$ cat config.mk
export PLATFORM = sky130hd
export DESIGN_NAME = spi_slave_bridge
export DESIGN_NICKNAME = d
export VERILOG_FILES = /design/src/rtl/spi_slave_bridge.sv
export SDC_FILE = /design/constraint.sdc
export NUM_CORES = 1
export LEC_CHECK = 0
export ABC_AREA = 1
export BUFFER_PORTS_ARGS = -buffer_cell sky130_fd_sc_hd__clkbuf_2
export CORE_ASPECT_RATIO = 1.75
export CORE_MARGIN = 3
export CORE_UTILIZATION = 25
export DETAILED_ROUTE_END_ITERATION = 8
export PLACE_DENSITY_LB_ADDON = 0.1
export SLEW_MARGIN = 40
export SYNTH_ARGS = -nofsm -noshare
export SYNTH_HDL_FRONTEND = slang
export SYNTH_SLANG_ARGS = --single-unit
$ cat constraint.sdc
create_clock -name clock -period 2.66 [get_ports clock]
set_input_delay 0.532 -clock clock [delete_from_list [all_inputs] [get_ports clock]]
set_output_delay 0.532 -clock clock [all_outputs]
set_load 0.01 [all_outputs]
$ cat src/rtl/spi_slave_bridge.sv
`timescale 1ns/1ps
// SPI slave front-end: oversamples the SPI pins on the system clock and bridges them to an
// RX FIFO (valid/ready) and a single-entry TX holding register. All CPOL/CPHA modes supported.
module spi_slave_bridge #(
  parameter int unsigned           DATA_WIDTH  = 8,
  parameter int unsigned           FIFO_DEPTH  = 4,
  parameter bit                    CPOL        = 1'b0,
  parameter bit                    CPHA        = 1'b0,
  parameter bit                    MSB_FIRST   = 1'b1,
  parameter int unsigned           SYNC_STAGES = 2,
  parameter logic [DATA_WIDTH-1:0] TX_IDLE     = '1
) (
  input  logic                        clock,
  input  logic                        rst_n,
  input  logic                        spi_cs_n,
  input  logic                        spi_sck,
  input  logic                        spi_si,
  output logic                        spi_so,
  output logic [DATA_WIDTH-1:0]       rx_data,
  output logic                        rx_valid,
  input  logic                        rx_ready,
  output logic [$clog2(FIFO_DEPTH):0] rx_count,
  input  logic [DATA_WIDTH-1:0]       tx_data,
  input  logic                        tx_valid,
  output logic                        tx_ready,
  output logic                        overrun,
  output logic                        underrun,
  output logic                        frame_abort
);

  localparam int unsigned AW = $clog2(FIFO_DEPTH);
  localparam int unsigned CW = $clog2(DATA_WIDTH + 1);
  localparam logic [CW-1:0] CntMax = CW'(DATA_WIDTH);
  localparam logic [AW:0] FifoFull = (AW + 1)'(FIFO_DEPTH);

  typedef enum logic [1:0] {StIdle, StLoad, StShift} state_e;

  function automatic logic first_bit(input logic [DATA_WIDTH-1:0] w);
    return MSB_FIRST ? w[DATA_WIDTH-1] : w[0];
  endfunction

  function automatic logic [DATA_WIDTH-1:0] advance(input logic [DATA_WIDTH-1:0] w);
    return MSB_FIRST ? {w[DATA_WIDTH-2:0], 1'b0} : {1'b0, w[DATA_WIDTH-1:1]};
  endfunction

  function automatic logic [DATA_WIDTH-1:0] shift_in(input logic [DATA_WIDTH-1:0] w,
                                                     input logic b);
    return MSB_FIRST ? {w[DATA_WIDTH-2:0], b} : {b, w[DATA_WIDTH-1:1]};
  endfunction

  // Synchronisers and edge detection
  logic [SYNC_STAGES-1:0] cs_sync_q, sck_sync_q, si_sync_q;
  logic                   cs_d_q, sck_d_q;
  logic                   cs_s, sck_s, si_s;
  logic                   cs_fall, lead_edge, trail_edge, sample_edge, drive_edge;

  // cs chain resets to "asserted" so a frame already in progress at reset release is ignored
  // until cs_n has been seen high and then low again.
  always_ff @(posedge clock or negedge rst_n) begin
    if (!rst_n) begin
      cs_sync_q  <= '0;
      sck_sync_q <= {SYNC_STAGES{CPOL}};
      si_sync_q  <= '0;
      cs_d_q     <= 1'b0;
      sck_d_q    <= CPOL;
    end else begin
      cs_sync_q  <= {cs_sync_q[SYNC_STAGES-2:0], spi_cs_n};
      sck_sync_q <= {sck_sync_q[SYNC_STAGES-2:0], spi_sck};
      si_sync_q  <= {si_sync_q[SYNC_STAGES-2:0], spi_si};
      cs_d_q     <= cs_s;
      sck_d_q    <= sck_s;
    end
  end

  assign cs_s        = cs_sync_q[SYNC_STAGES-1];
  assign sck_s       = sck_sync_q[SYNC_STAGES-1];
  assign si_s        = si_sync_q[SYNC_STAGES-1];
  assign cs_fall     = cs_d_q & ~cs_s;
  assign lead_edge   = (sck_s != CPOL) && (sck_d_q == CPOL);
  assign trail_edge  = (sck_s == CPOL) && (sck_d_q != CPOL);
  assign sample_edge = CPHA ? trail_edge : lead_edge;
  assign drive_edge  = CPHA ? lead_edge : trail_edge;

  // Frame FSM and shifters
  state_e                state_q, state_d;
  logic [CW-1:0]         bit_cnt_q, bit_cnt_d;
  logic [DATA_WIDTH-1:0] rx_shift_q, rx_shift_d;
  logic [DATA_WIDTH-1:0] tx_shift_q, tx_shift_d;
  logic [DATA_WIDTH-1:0] hold_q, hold_d;
  logic                  hold_full_q, hold_full_d;
  logic                  so_q, so_d;
  logic                  udr_pend_q, udr_pend_d;
  logic                  underrun_q, underrun_d;
  logic                  abort_q, abort_d;
  logic                  overrun_q, overrun_d;
  logic                  push;

  always_comb begin
    state_d     = state_q;
    bit_cnt_d   = bit_cnt_q;
    rx_shift_d  = rx_shift_q;
    tx_shift_d  = tx_shift_q;
    hold_d      = hold_q;
    hold_full_d = hold_full_q;
    so_d        = so_q;
    udr_pend_d  = udr_pend_q;
    underrun_d  = 1'b0;
    abort_d     = 1'b0;
    push        = 1'b0;

    if (tx_valid && !hold_full_q) begin
      hold_d      = tx_data;
      hold_full_d = 1'b1;
    end

    if (cs_s) begin
      state_d    = StIdle;
      so_d       = 1'b0;
      bit_cnt_d  = '0;
      udr_pend_d = 1'b0;
      if (state_q == StShift) begin
        push    = (bit_cnt_q == CntMax);
        abort_d = (bit_cnt_q != '0) && (bit_cnt_q != CntMax);
      end
    end else begin
      unique case (state_q)
        StIdle: begin
          if (cs_fall) state_d = StLoad;
        end
        StLoad: begin
          bit_cnt_d = '0;
          if (hold_full_q) begin
            tx_shift_d  = hold_q;
            hold_full_d = 1'b0;
          end else begin
            tx_shift_d = TX_IDLE;
          end
          // Underrun is reported once the word is actually clocked, so the load that follows
          // the last word of a frame does not count.
          udr_pend_d = !hold_full_q;
          if (!CPHA) so_d = first_bit(tx_shift_d);
          state_d = StShift;
        end
        StShift: begin
          if (bit_cnt_q == CntMax) begin
            push    = 1'b1;
            state_d = StLoad;
          end else begin
            if (sample_edge) begin
              rx_shift_d = shift_in(rx_shift_q, si_s);
              bit_cnt_d  = bit_cnt_q + CW'(1);
              if (bit_cnt_q == '0) underrun_d = udr_pend_q;
            end
            if (drive_edge) begin
              // With CPHA=0 the first bit is already out, and the trailing edge of the
              // previous word's last bit arrives while the counter is still zero.
              if (bit_cnt_q == '0) begin
                if (CPHA) so_d = first_bit(tx_shift_q);
              end else begin
                tx_shift_d = advance(tx_shift_q);
                so_d       = first_bit(tx_shift_d);
              end
            end
          end
        end
        default: state_d = StIdle;
      endcase
    end
  end

  // RX FIFO
  logic [DATA_WIDTH-1:0] mem_q [FIFO_DEPTH];
  logic [AW-1:0]         wr_ptr_q, rd_ptr_q;
  logic [AW:0]           count_q;
  logic                  pop, full, push_ok;

  assign pop       = rx_valid & rx_ready;
  assign full      = (count_q == FifoFull);
  assign push_ok   = push & (~full | pop);
  assign overrun_d = push & full & ~pop;

  always_ff @(posedge clock) begin
    if (push_ok) mem_q[wr_ptr_q] <= rx_shift_q;
  end

  always_ff @(posedge clock or negedge rst_n) begin
    if (!rst_n) begin
      state_q     <= StIdle;
      bit_cnt_q   <= '0;
      rx_shift_q  <= '0;
      tx_shift_q  <= '0;
      hold_q      <= '0;
      hold_full_q <= 1'b0;
      so_q        <= 1'b0;
      udr_pend_q  <= 1'b0;
      underrun_q  <= 1'b0;
      abort_q     <= 1'b0;
      overrun_q   <= 1'b0;
      wr_ptr_q    <= '0;
      rd_ptr_q    <= '0;
      count_q     <= '0;
    end else begin
      state_q     <= state_d;
      bit_cnt_q   <= bit_cnt_d;
      rx_shift_q  <= rx_shift_d;
      tx_shift_q  <= tx_shift_d;
      hold_q      <= hold_d;
      hold_full_q <= hold_full_d;
      so_q        <= so_d;
      udr_pend_q  <= udr_pend_d;
      underrun_q  <= underrun_d;
      abort_q     <= abort_d;
      overrun_q   <= overrun_d;
      if (push_ok) wr_ptr_q <= wr_ptr_q + AW'(1);
      if (pop)     rd_ptr_q <= rd_ptr_q + AW'(1);
      unique case ({push_ok, pop})
        2'b10:   count_q <= count_q + (AW + 1)'(1);
        2'b01:   count_q <= count_q - (AW + 1)'(1);
        default: count_q <= count_q;
      endcase
    end
  end

  assign rx_data     = mem_q[rd_ptr_q];
  assign rx_valid    = (count_q != '0);
  assign rx_count    = count_q;
  assign tx_ready    = ~hold_full_q;
  assign spi_so      = so_q;
  assign overrun     = overrun_q;
  assign underrun    = underrun_q;
  assign frame_abort = abort_q;

endmodule

Word-level counts from Yosys, hierarchy flattened --
Memory sizes are Yosys's and may differ from the RTL's. Index checks and enable logic that the tools add are counted.
Storage, ports and cells: memories 1, register bits after elaboration 50, RAM bits 32
Operators by class: reductions and logical operators 18, bitwise gates (word level) 13, add/sub/neg operators 5, eq/ne operators 16, muxes and demuxes 38
Memories:
- mem_q | words 4, width 8, read ports 1, clocked after memory_dff 0, write ports 1, line 172 | logic [DATA_WIDTH-1:0] mem_q [FIFO_DEPTH];
Operators by type and width (count):
- $mux W1 | 23
- $mux W7 | 3
- $ne A3 B3 Y1 const B | 5
- $pmux W7 S2 | 1
- $mux W4 | 3
- $mux W8 | 1
- $pmux W4 S2 | 1
- $reduce_and A4 Y1 | 2
- $not A1 Y1 | 7
- $mux W2 | 3
- $ne A2 B2 Y1 const B | 3
- $pmux W2 S3 | 1
- $pmux W3 S2 | 1
- $reduce_bool A2 Y1 | 3
- $reduce_bool A3 Y1 | 2
- $and A1 B1 Y1 | 5
- $reduce_and A5 Y1 | 1
- $add A2 B1 Y2 const B | 2
- $add A4 B1 Y4 const B | 1
- $eq A2 B1 Y1 const B | 2
- $eq A2 B2 Y1 const B | 2
- $eq A4 B4 Y1 const B | 1
- $logic_and A1 B1 Y1 | 4
- $logic_not A4 Y1 | 1
- 12 further kinds | 12

Longest topological paths before layout --
Gate-level depths: netlist (run 1).
depth in word-level cells 7, depth in mapped cells 11

Worst setup path before layout (run 1) --
Ideal clock, no wire load.
path kind reg2reg, from register bit_cnt_q[0], to register count_q[2] (netlist: rx_count[2]), slack 0.625 ns, clock period less this slack 2.035 ns, cell stages (with the launch flop) 12, data required time 2.529 ns, buffers on the path 0, library setup time 0.131 ns, arrival time 1.905 ns, cell sequence dfrtp_1 > inv_1 > ha_1 > nand3_2 > nor2_1 > nand2_2 > ha_1 > inv_1 > fa_1 > a21oi_1 > o21ai_0 > xor2_1
Between the ends: longest elaborated chain between the ends 7, elaborated cells between the ends (all ways) 10
RTL lines:
- start: declaration | line 86 | logic [CW-1:0] bit_cnt_q, bit_cnt_d;
- start signal: assignment | line 204 | bit_cnt_q <= bit_cnt_d;
- $eq A4 B4 Y1 * | line 122, 145
- $mux W1 | line 145 | if (bit_cnt_q == CntMax) begin
- $mux W1 | line 126 | unique case (state_q)
- $mux W1 * | line 116 | if (cs_s) begin
- $and A1 B1 Y1 * | line 179 | assign push_ok = push & (~full | pop);
- $eq A2 B1 Y1 / $eq A2 B2 Y1 (equally long branches) | line 216 | unique case ({push_ok, pop})
- $pmux W3 S2 / $reduce_bool A2 Y1 (equally long branches)
- end signal: assignment | line 217 | 2'b10: count_q <= count_q + (AW + 1)'(1);
- end signal: assignment | line 218 | 2'b01: count_q <= count_q - (AW + 1)'(1);
- end signal: assignment | line 219 | default: count_q <= count_q;
- end: declaration | line 174 | logic [AW:0] count_q;
Every way passes the cells marked *; elsewhere a longest branch is shown, timed or not. A chain may end at the register's enable or synchronous reset.

Worst setup path after layout (run 1) --
Same ends and word-level chain as after synthesis.

==> impl_metrics.py, run 1 <==
metrics = {
    "floorplan": {
        "die_area_um2": 15560,
        "die_y_um": 162.8,
        "die_x_um": 95.58,
        "core_um2": 13590,
        "initial_utilization_pct": 25.83,
        "core.rowCount": 56,
        "pin_count": 32,
    },
    "worst_setup_path": {
        "path_cells": "inv_1 > ha_1 > nand3_2 > nor2_1 > nand2_2 > ha_1 > inv_1 > fa_1 > a21oi_1 > o21ai_0 > xor2_1",
        "cp-start-kind": "register",
        "setup.worst_path.class": "reg -> reg",
        "slowest_delay_ns": 0.39,
        "critPathRequiredTime_ns": 2.87,
        "cp_max_fo": 7,
        "end_kind": "register",
        "critPathSlowestCell": "dfrtp_1",
        "cp_data_arrival_time_ns": 2.45,
    },
    "power": {
        "netSwitchingFraction_pct": 32.46,
        "power.switching_mw": 1.234,
        "ir_drop_mv": 0.3751,
        "finalPower_mw": 3.802,
        "p_per_area_nw_per_um2": 909.2,
        "p_leak_nw": 1.901,
        "p_int_mw": 2.568,
        "seqPwrFrac_pct": 42.8,
        "pwr-share-comb_pct": 24.1,
        "power_frac_clock_pct": 33.1,
    },
    "timing": {
        "finalSetupViolCount": 0,
        "fin_tns_setup_ns": 0,
        "final.setup.worst_slack_ns": 0.4170,
        "report.final.slew_viol_count": 0,
        "fmax_ghz": 0.4458,
        "hold_violations": 0,
        "grt_setup_unrepaired": "no",
        "clock_skew_ns": 0.004187,
        "finalCritPeriodShare_pct": 84.32,
        "tightest_slew_ns": 0.6739,
        "period_needed_ns": 2.243,
        "slew_headroom_pct": 55.08,
    },
    "global_routing": {
        "grt_pass1_vias": 2474,
        "globalRouteTotalUtil_pct": 10.79,
        "grt_pass1_wl_um": 12610,
        "grt_overflow": 0,
        "grt_max_degree": 51,
        "antenna_found_initial": 0,
    },
    "synthesis": {
        "synth_nets": 367,
        "ys_types": 29,
        "syn_area_per_cell_um2": 10.21,
        "yosysSeqAreaShare_pct": 63.01,
        "ys_seq_elements": 82,
        "ys_warn_count": 0,
        "synthesis.area_um2": 3511,
        "synthCells": 344,
    },
    "final_layout": {
        "fin_nets": 408,
        "final_area_um2": 4182,
        "fin_cells": 564,
        "drive_above_1_share_pct": 17.18,
        "area_growth_pct": 19.10,
        "diodes": 0,
    },
    "placement": {
        "dp_slack_ns": 0.3985,
        "placed_area_um2": 3880,
        "dpl.hpwl_um": 5393,
        "dp_cells": 548,
        "gp_congestion": 0.7464,
        "port_buffers": 31,
    },
    "routing": {
        "first_pass_iters": 4,
        "dr.first_iter.drc_count": 74,
        "vias_per_cell": 4.275,
        "vias": 2411,
        "wl_um": 7621,
        "ant_nets": 0,
        "route.detailed.drc": 0,
        "avgRoutedWirePerCell_um": 13.51,
    },
    "clocking": {
        "root_buffer": "clkbuf_16",
        "cts_tree": "yes",
        "postCtsHoldBufs": 0,
        "numCtsBuffers": 9,
        "cts_max_level": 3,
        "cts_sinks": 82,
        "cts_resized": 0,
        "clk_latency_ns": 0.33,
        "clk_pin_slew_ns": 0.06,
        "postCtsSetupRepairBufs": 0,
        "cts.path.max_buffers": 2,
    },
    "run": {
        "cap_violations": 0,
    },
    "run_status": {
        "status": "finished, final reports clean",
    },
    "hold_path": {
        "hold_path.class": "in -> reg",
    },
}
==> synth_stat cells <==
| cell type | count | share of area, % |
|---|---|---|
| a211oi_1 | 1 | 0.21 |
| a21oi_1 | 10 | 1.4 |
| buf_2 | 6 | 0.86 |
| buf_4 | 1 | 0.21 |
| buf_6 | 3 | 0.96 |
| dfrtp_1 | 50 | 36 |
| edfxtp_1 | 32 | 27 |
| fa_1 | 1 | 0.57 |
| ha_1 | 7 | 2.5 |
| inv_1 | 32 | 3.4 |
| inv_2 | 1 | 0.11 |
| nand2_1 | 96 | 10 |
| nand2_2 | 3 | 0.53 |
| nand2_4 | 1 | 0.32 |
| nand3_1 | 13 | 1.9 |
| nand3_2 | 1 | 0.29 |
| nand3_4 | 1 | 0.50 |
| nand4_1 | 8 | 1.4 |
| nand4_2 | 1 | 0.36 |
| nor2_1 | 35 | 3.7 |
| nor2_2 | 1 | 0.18 |
| nor2_4 | 3 | 0.96 |
| nor3_1 | 1 | 0.14 |
| nor4_1 | 1 | 0.18 |
| o211ai_1 | 1 | 0.21 |
| o21ai_0 | 20 | 2.9 |
| o22ai_1 | 8 | 1.4 |
| xnor2_1 | 1 | 0.25 |
| xor2_1 | 5 | 1.2 |
==> worst max-delay path, delay by kind of cell (launching register included) <==
family | cells | cell delay, ns
compound gates | 2 | 0.26
flops | 1 | 0.39
fa+ha+maj | 3 | 0.80
xor+xnor | 1 | 0.15
buf+inv | 2 | 0.13
simple gates | 3 | 0.38
==> routing by layer <==
| metal | vias to the layer above | share of wire, % | track usage, % |
|---|---|---|---|
| met5 | - | 0 | 0 |
| met4 | 0 | 2.3 | 4.922 |
| met3 | 11 | 2.6 | 2.312 |
| met2 | 40 | 57 | 20.02 |
| met1 | 1151 | 38 | 11.19 |
| li1 | 1209 | - | - |
==> power by group through the flow <==
stage | Sequential, mW | Combinational (mW) | Clock [mW]
final | 1.63 | 0.915 | 1.26
after global routing | 1.66 | 1.06 | 1.36
after CTS | 1.64 | 0.951 | 1.30
after detailed placement | 1.66 | 0.949 | 0
after global placement | 1.66 | 0.943 | 0
after floorplan | 1.62 | 0.657 | 0
==> cell usage in the layout, fill, tap and decap left out, types with 3 or more instances in the layout <==
| cell type | synthesis | final |
|---|---|---|
| edfxtp_1 | 32 | 32 |
| nor2_4 | 3 | 3 |
| a21oi_1 | 10 | 10 |
| o22ai_1 | 8 | 8 |
| nand3_1 | 13 | 13 |
| inv_6 | 0 | 3 |
| dfrtp_1 | 50 | 50 |
| nand4_1 | 8 | 8 |
| clkbuf_16 | 0 | 9 |
| nand2_1 | 96 | 96 |
| nor2_1 | 35 | 35 |
| inv_1 | 32 | 32 |
| o21ai_0 | 20 | 20 |
| buf_4 | 1 | 9 |
| clkbuf_2 | 0 | 31 |
| ha_1 | 7 | 7 |
| nand2_2 | 3 | 3 |
| xor2_1 | 5 | 5 |
==> area by class of cell <==
type	instances	area, um2
Clock buffer	9	225.2
Timing Repair Buffer	40	222.7
Tap cell	174	217.7
Inverter	33	123.9
Multi-Input combinational cell	219	1104
Fill cell	1440	9412
Clock inverter	7	76.32
Sequential cell	82	2212
==> through the flow <==
step	hold WS [ns]	util, %
final	0.3009	30.76
after global routing	0.2824	30.76
after CTS	0.2862	30.76
after detailed placement	0.3347	28.54
after global placement	0.3348	28.54
after floorplan	0.2364	-
==> cell families (layout without fill, tap and decap cells) <==
logic type | Yosys count | after routing | share of synthesized area (%)
and+or+nand+nor | 165 | 165 | 20.74
AOI/OAI and AO/OA | 40 | 40 | 6.130
adders and majority gates | 8 | 8 | 3.065
buffers and inverters | 43 | 89 | 5.560
DFF | 82 | 82 | 63.01
xor gates and xnor gates | 6 | 6 | 1.497
==> state kept, by name, summed over array words and instances (netlist names) <==
register / flops
bit_cnt_q: 4
cs_d_q: 1
cs_sync_q: 2
frame_abort: 1
hold_full_q: 1
hold_q: 8
mem_q: 32
overrun: 1
rd_ptr_q: 2
rx_count: 3
rx_shift_q: 8
sck_d_q: 1
sck_sync_q: 2
si_sync_q: 2
spi_so: 1
state_q: 2
tx_shift_q: 7
udr_pend_q: 1
underrun: 1
wr_ptr_q: 2
==> worst paths after layout <==
path                                          start                       to  slack (ns)  cells past startpoint
setup / recovery           bit_cnt_q[0]$_DFFE_PN0P_  rx_count[2]$_DFFE_PN0P_        0.42                     11
hold / removal                             spi_cs_n   cs_sync_q[0]$_DFF_PN0_        0.30                      1
setup reg to reg           bit_cnt_q[0]$_DFFE_PN0P_  rx_count[2]$_DFFE_PN0P_        0.42                     11
hold reg to reg              si_sync_q[0]$_DFF_PN0_   si_sync_q[1]$_DFF_PN0_        0.35                      0
max in group asynchronous                     rst_n  rd_ptr_q[1]$_DFFE_PN0P_        1.89                      2
min in group asynchronous                     rst_n   si_sync_q[0]$_DFF_PN0_        0.31                      2
Note: power is estimated with default switching activity, not from simulation.
==> run 2, diff against run 1 <==
==> constraint.sdc (replaced) <==
create_clock -name clock -period 1.8 [get_ports clock]
set_input_delay 0.36 -clock clock [delete_from_list [all_inputs] [get_ports clock]]
set_output_delay 0.36 -clock clock [all_outputs]
set_load 0.01 [all_outputs]
==> run 2 against run 1 <==
  * The flow now finishes with violations (negative hold slack)
  * Largest cell class unchanged
  * Highest routed layer unchanged
  * Die area is the same
  * Sequential cell count did not move
  * Critical path type is now reg -> out
  * Critical path depth shrank 6
  * Power increased by 62%
==> impl_metrics.py, run 2 (synthesis gave the netlist of run 1 again) <==
metrics = {
    "clocking": {
        "numCtsBuffers": 9,
        "cts.path.max_buffers": 2,
        "clk_latency_ns": 0.34,
        "root_buffer": "clkbuf_16",
        "clk_pin_slew_ns": 0.07,
        "cts_max_level": 3,
        "cts_tree": "yes",
        "cts_sinks": 82,
    },
    "final_layout": {
        "largest_reg_flops": 32,
        "fin_nets": 427,
        "multi_input_area_um2": 1210,
        "drive_above_1_share_pct": 27.14,
        "diodes": 0,
        "reg_top3": "mem_q x32, hold_q x8, rx_shift_q x8",
        "max_flop_register": "mem_q",
        "area_growth_pct": 27.87,
        "final_common_cell": "nand2_1",
        "layout_common_cells": "96 x nand2_1, 49 x dfrtp_1, 32 x edfxtp_1",
        "fill_cells": 1431,
        "regArea_um2": 2213,
    },
    "timing": {
        "tightest_slew_ns": 0.5096,
        "final.setup.worst_slack_ns": 0.05604,
        "report.final.slew_viol_count": 0,
        "fmax_ghz": 0.5734,
        "finalSetupViolCount": 0,
        "slew_headroom_pct": 65.95,
        "grt_setup_unrepaired": "yes",
        "period_needed_ns": 1.744,
        "hold_violations": 1,
        "clock_skew_ns": 0.007589,
        "finalCritPeriodShare_pct": 96.89,
        "whs_ns": -0.001568,
    },
    "power": {
        "p_leak_nw": 2.033,
        "finalPower_mw": 6.161,
        "ir_drop_mv": 0.5171,
        "p_per_area_nw_per_um2": 1372,
    },
    "worst_setup_path": {
        "timing.critical_path.buf_inv": 3,
        "cp_data_arrival_time_ns": 1.38,
        "reg2reg_to": "rx_count[2]$_DFFE_PN0P_",
        "critPathRequiredTime_ns": 1.44,
        "critPathSlowestCell": "dfrtp_2",
        "crit_start": "rd_ptr_q[0]$_DFFE_PN0P_",
        "r2r_slack_ns": 0.06,
        "slowest_delay_ns": 0.45,
        "cp_max_fo": 6,
        "cp_top_family": "flip-flops",
        "regToRegStartpoint": "bit_cnt_q[1]$_DFFE_PN0P_",
        "cp-start-kind": "register",
        "end_kind": "primary output",
        "path_cells": "inv_4 > clkbuf_16 > nor2_1 > o22ai_1 > buf_2",
        "reg2reg_depth": 11,
        "setup.worst_path.class": "reg -> out",
    },
    "floorplan": {
        "die_area_um2": 15560,
        "initial_utilization_pct": 25.83,
        "die_x_um": 95.58,
        "die_y_um": 162.8,
        "core.rowCount": 56,
        "core_um2": 13590,
        "pin_count": 32,
    },
    "routing": {
        "first_pass_iters": 4,
        "dr.first_iter.drc_count": 70,
        "vias_per_cell": 4.158,
        "ant_nets": 0,
        "avgRoutedWirePerCell_um": 13.73,
        "wl_um": 8002,
        "route.detailed.drc": 0,
        "vias": 2424,
    },
    "run_status": {
        "status": "complete, but fails checks",
        "violations": "negative hold slack",
    },
    "placement": {
        "port_buffers": 31,
        "gp_congestion": 0.7250,
        "dp_slack_ns": 0.02561,
        "dpl.hpwl_um": 5561,
    },
    "run": {
        "cap_violations": 0,
    },
    "global_routing": {
        "globalRouteTotalUtil_pct": 11.42,
        "grt_overflow": 0,
        "grt_pass1_vias": 2551,
        "antenna_found_initial": 0,
        "grt_max_degree": 51,
        "grt_pass1_wl_um": 13350,
    },
    "hold_path": {
        "hold_path.class": "in -> async",
    },
}
[run 2: area by class of cell]
type,instances,area share [%]
well taps,174,4.849
inverters,33,2.871
repair buffers,59,9.142
clock buffers,9,5.017
flip-flops and latches,82,49.30
clock inverters,7,1.867
multi-input cells,219,26.95
[run 2: layer usage]
metal | part of all wire (%) | GRT usage, % | vias to the layer above
met3 | 2.4 | 2.497 | 10
met2 | 57 | 21.54 | 29
li1 | - | - | 1247
met5 | 0 | 0 | -
met4 | 1.6 | 4.080 | 0
met1 | 39 | 11.99 | 1138
[run 2: through the flow]
stage	std cells	hold slack [ns]	utilization, %	area (um2)	setup TNS (ns)
3_5_place_dp	562	0.3381	29.76	4045	0
3_3_place_gp	562	0.3332	29.76	4045	0
5_1_grt	583	0.03384	33.03	4489	-0.09198
2_1_floorplan	344	0.06441	-	3558	0
4_1_cts	579	0.01201	32.14	4369	0
6_report	583	-0.001568	33.03	4489	0
[run 2: worst register-to-register path: stages (launching register included)]
cell     delay [ns]
dfrtp_1        0.37
inv_2          0.05
ha_4           0.16
nand3_4        0.07
nor2_4         0.05
nand2_4        0.07
ha_4           0.13
inv_4          0.04
fa_2           0.34
a21oi_2        0.13
o21ai_1        0.08
xor2_1         0.14
[run 2: where the power goes]
group	switching, mW	internal, mW
logic	1.07	0.804
clock network	0.810	1.10
registers	0.155	2.22
[run 2: worst max path at each step]
stage | depth (start not counted) | slack [ns] | endpoint
final | 5 | 0.06 | rx_data[0]
after global routing | 11 | -0.03 | rx_count[2]$_DFFE_PN0P_
after CTS | 5 | 0.005 | rx_data[1]
after detailed placement | 9 | 0.03 | rx_count[1]$_DFFE_PN0P_
after global placement | 11 | 0.04 | rx_count[2]$_DFFE_PN0P_
after floorplan | 11 | 0.002 | rx_count[2]$_DFFE_PN0P_
[run 2: what timing repair did]
action,CTS,global route
pin swaps,0,8
setup buffers,1,2
hold buffers,0,0
resized for setup,5,39
setup endpoints to repair,6,9
gates cloned,0,2
endpoints found under the hold margin,0,0
==> run 3, diff against run 2 <==
--- a/config.mk
+++ b/config.mk
@@ -5,7 +5,6 @@
 export SDC_FILE = /design/constraint.sdc
 export NUM_CORES = 1
 export LEC_CHECK = 0
-export ABC_AREA = 1
 export BUFFER_PORTS_ARGS = -buffer_cell sky130_fd_sc_hd__clkbuf_2
 export CORE_ASPECT_RATIO = 1.75
 export CORE_MARGIN = 3
==> run 3 against run 2 <==
  * Synthesized cell count fell by 33%
  * Largest cell class unchanged
  * Via count fell by 18%
  * Critical path type is now reg -> reg
  * The run ends with negative setup slack left
  * Sequential power decreased by 3%
  * Largest power group unchanged
==> impl_metrics.py, run 3 <==
metrics = {
    "synthesis": {
        "yosys-top-cells-count": "50 x dfrtp_1, 32 x edfxtp_1, 15 x inv_1",
        "synthDominantCellAreaShare_pct": 36.26,
        "async_flop_share_pct": 60.98,
        "synthesis.area_um2": 3451,
        "syn_area_per_cell_um2": 15.07,
        "synth_edf_count": 32,
        "ys_top_cells_by_area": "dfrtp_1 36%, edfxtp_1 28%, mux4_2 5.2%, mux2_4 3.5%, mux2_2 2.6%",
        "synth_ff_type": "dfrtp_1",
        "ys_seq_elements": 82,
        "yosys.cell_count.top_type": "dfrtp_1",
        "synthCells": 229,
        "ys_warn_count": 0,
        "yosysSeqAreaShare_pct": 64.10,
        "ys_types": 49,
        "synth_nets": 252,
        "yosys.area.top_type": "dfrtp_1",
    },
    "global_routing": {
        "grt_pass1_vias": 2153,
        "grt_util_met1_pct": 10.69,
        "grt-busiest-layer": "met2",
        "grt_pass1_wl_um": 11360,
        "antenna_found_initial": 0,
        "grtUsageMet3_pct": 2.144,
        "grt_max_degree": 22,
        "globalRouteTotalUtil_pct": 9.838,
        "grt_util_met2_pct": 17.73,
        "grt_overflow": 0,
    },
    "timing": {
        "grt_setup_unrepaired": "yes",
        "finalCritPeriodShare_pct": 117.4,
        "finalSetupViolCount": 11,
        "tightest_slew_ns": 0.6098,
        "period_needed_ns": 2.113,
        "clock_skew_ns": 0.006248,
        "slew_headroom_pct": 59.35,
        "hold_violations": 0,
        "final.setup.worst_slack_ns": -0.3128,
        "fmax_ghz": 0.4733,
        "report.final.slew_viol_count": 0,
    },
    "routing": {
        "ant_nets": 0,
        "vias_per_cell": 4.135,
        "route.detailed.drc": 0,
        "vias": 1997,
        "first_pass_iters": 6,
        "wl_um": 6902,
        "dr.first_iter.drc_count": 47,
        "avgRoutedWirePerCell_um": 14.29,
    },
    "final_layout": {
        "layout_common_cells": "50 x dfrtp_1, 35 x buf_4, 32 x edfxtp_1",
        "area_growth_pct": 30.71,
        "diodes": 0,
        "drive_above_1_share_pct": 43.04,
        "largest_reg_flops": 32,
        "final_common_cell": "dfrtp_1",
        "reg_top3": "mem_q x32, hold_q x8, rx_shift_q x8",
        "final_area_um2": 4511,
        "fin_cells": 483,
        "max_flop_register": "mem_q",
        "fin_nets": 327,
    },
    "floorplan": {
        "core.rowCount": 56,
        "die_y_um": 161.4,
        "die_x_um": 94.81,
        "die_area_um2": 15300,
        "core_um2": 13450,
        "initial_utilization_pct": 25.65,
        "pin_count": 32,
    },
    "clocking": {
        "root_buffer": "clkbuf_16",
        "cts_max_level": 3,
        "clk_latency_ns": 0.33,
        "cts_tree": "yes",
        "clk_pin_slew_ns": 0.06,
        "postCtsHoldBufs": 0,
        "cts.path.max_buffers": 2,
        "numCtsBuffers": 9,
        "cts_sinks": 82,
    },
    "worst_setup_path": {
        "cp_data_arrival_time_ns": 2.37,
        "end_kind": "register",
        "cp-start-kind": "register",
        "critPathRequiredTime_ns": 2.06,
        "setup.worst_path.class": "reg -> reg",
        "cp_max_fo": 2,
    },
    "placement": {
        "dp_cells": 455,
        "dpl.hpwl_um": 5125,
        "placed_area_um2": 4035,
        "dp_slack_ns": -0.5103,
        "gp_congestion": 0.7315,
        "port_buffers": 31,
    },
    "power": {
        "ir_drop_mv": 0.4426,
        "finalPower_mw": 4.744,
        "p_leak_nw": 1.931,
        "p_per_area_nw_per_um2": 1052,
    },
    "hold_path": {
        "hold_path.class": "in -> async",
    },
    "run_status": {
        "status": "complete, but fails checks",
        "violations": "negative setup slack",
    },
    "run": {
        "cap_violations": 0,
    },
}
run 3: worst paths after layout:
kind / cells past startpoint / start / slack (ns) / to
max reg2reg: 9 / rx_count[0]$_DFFE_PN0P_ / -0.31 / rx_count[2]$_DFFE_PN0P_
min: 1 / rst_n / 0.03 / hold_q[6]$_DFFE_PN0P_
min in group clock: 1 / spi_sck / 0.13 / sck_sync_q[0]$_DFF_PN0_
max in group asynchronous: 2 / rst_n / 1.19 / bit_cnt_q[2]$_DFFE_PN0P_
max: 9 / rx_count[0]$_DFFE_PN0P_ / -0.31 / rx_count[2]$_DFFE_PN0P_
min reg2reg: 0 / sck_sync_q[0]$_DFF_PN0_ / 0.35 / sck_sync_q[1]$_DFF_PN0_
run 3: routing by layer:
layer	share of wire [%]	vias to the layer above
li1	-	980
met1	38	980
met2	57	29
met3	3.0	8
met4	1.8	0
met5	0	-
run 3: critical path, stage by stage (launching register included):
cell     delay [ns]
dfrtp_1        0.38
or4b_4         0.55
and3_4         0.18
inv_4          0.05
ha_4           0.12
inv_2          0.03
fa_2           0.32
xor2_1         0.14
nor2_1         0.11
xor2_1         0.15
run 3: power by group:
part	total, mW	switching (mW)	internal, mW
clock network	1.91	0.712	1.19
registers	2.29	0.141	2.15
logic	0.548	0.229	0.319
total	4.74	1.08	3.66
run 3: timing repair:
item | CTS | global route
setup endpoints to repair | 44 | 51
resized for setup | 9 | 13
pin swaps | 8 | 6
setup buffers | 3 | 10
run 3: cell type report:
type / instances / area (um2)
Timing Repair Buffer: 72 / 513.0
Fill cell: 1398 / 8942
Clock buffer: 12 / 267.8
Clock inverter: 4 / 48.80
Inverter: 15 / 58.81
Sequential cell: 82 / 2212
Multi-Input combinational cell: 124 / 1192
Tap cell: 174 / 217.7
run 3: cell families (layout without fill, tap and decap cells):
kind of cell / count (synthesis) / in the layout / share of synthesized area, %
mux: 26 / 26 / 11.89
flops: 82 / 82 / 64.10
buf+inv: 23 / 103 / 3.190
simple gates: 54 / 54 / 9.754
xor+xnor: 6 / 6 / 1.523
fa+ha+maj: 8 / 8 / 3.118
compound gates: 30 / 30 / 6.418
run 3: stage by stage:
| stage | utilization (%) | TNS (ns) | hold WS, ns |
|---|---|---|---|
| final | 33.53 | -1.099 | 0.02758 |
| after global routing | 33.53 | -1.870 | 0.06661 |
| after CTS | 32.72 | -1.333 | 0.04025 |
| after detailed placement | 29.99 | -9.726 | 0.3347 |
| after global placement | 29.99 | -8.830 | 0.3324 |
| after floorplan | - | -0.8033 | 0.06441 |
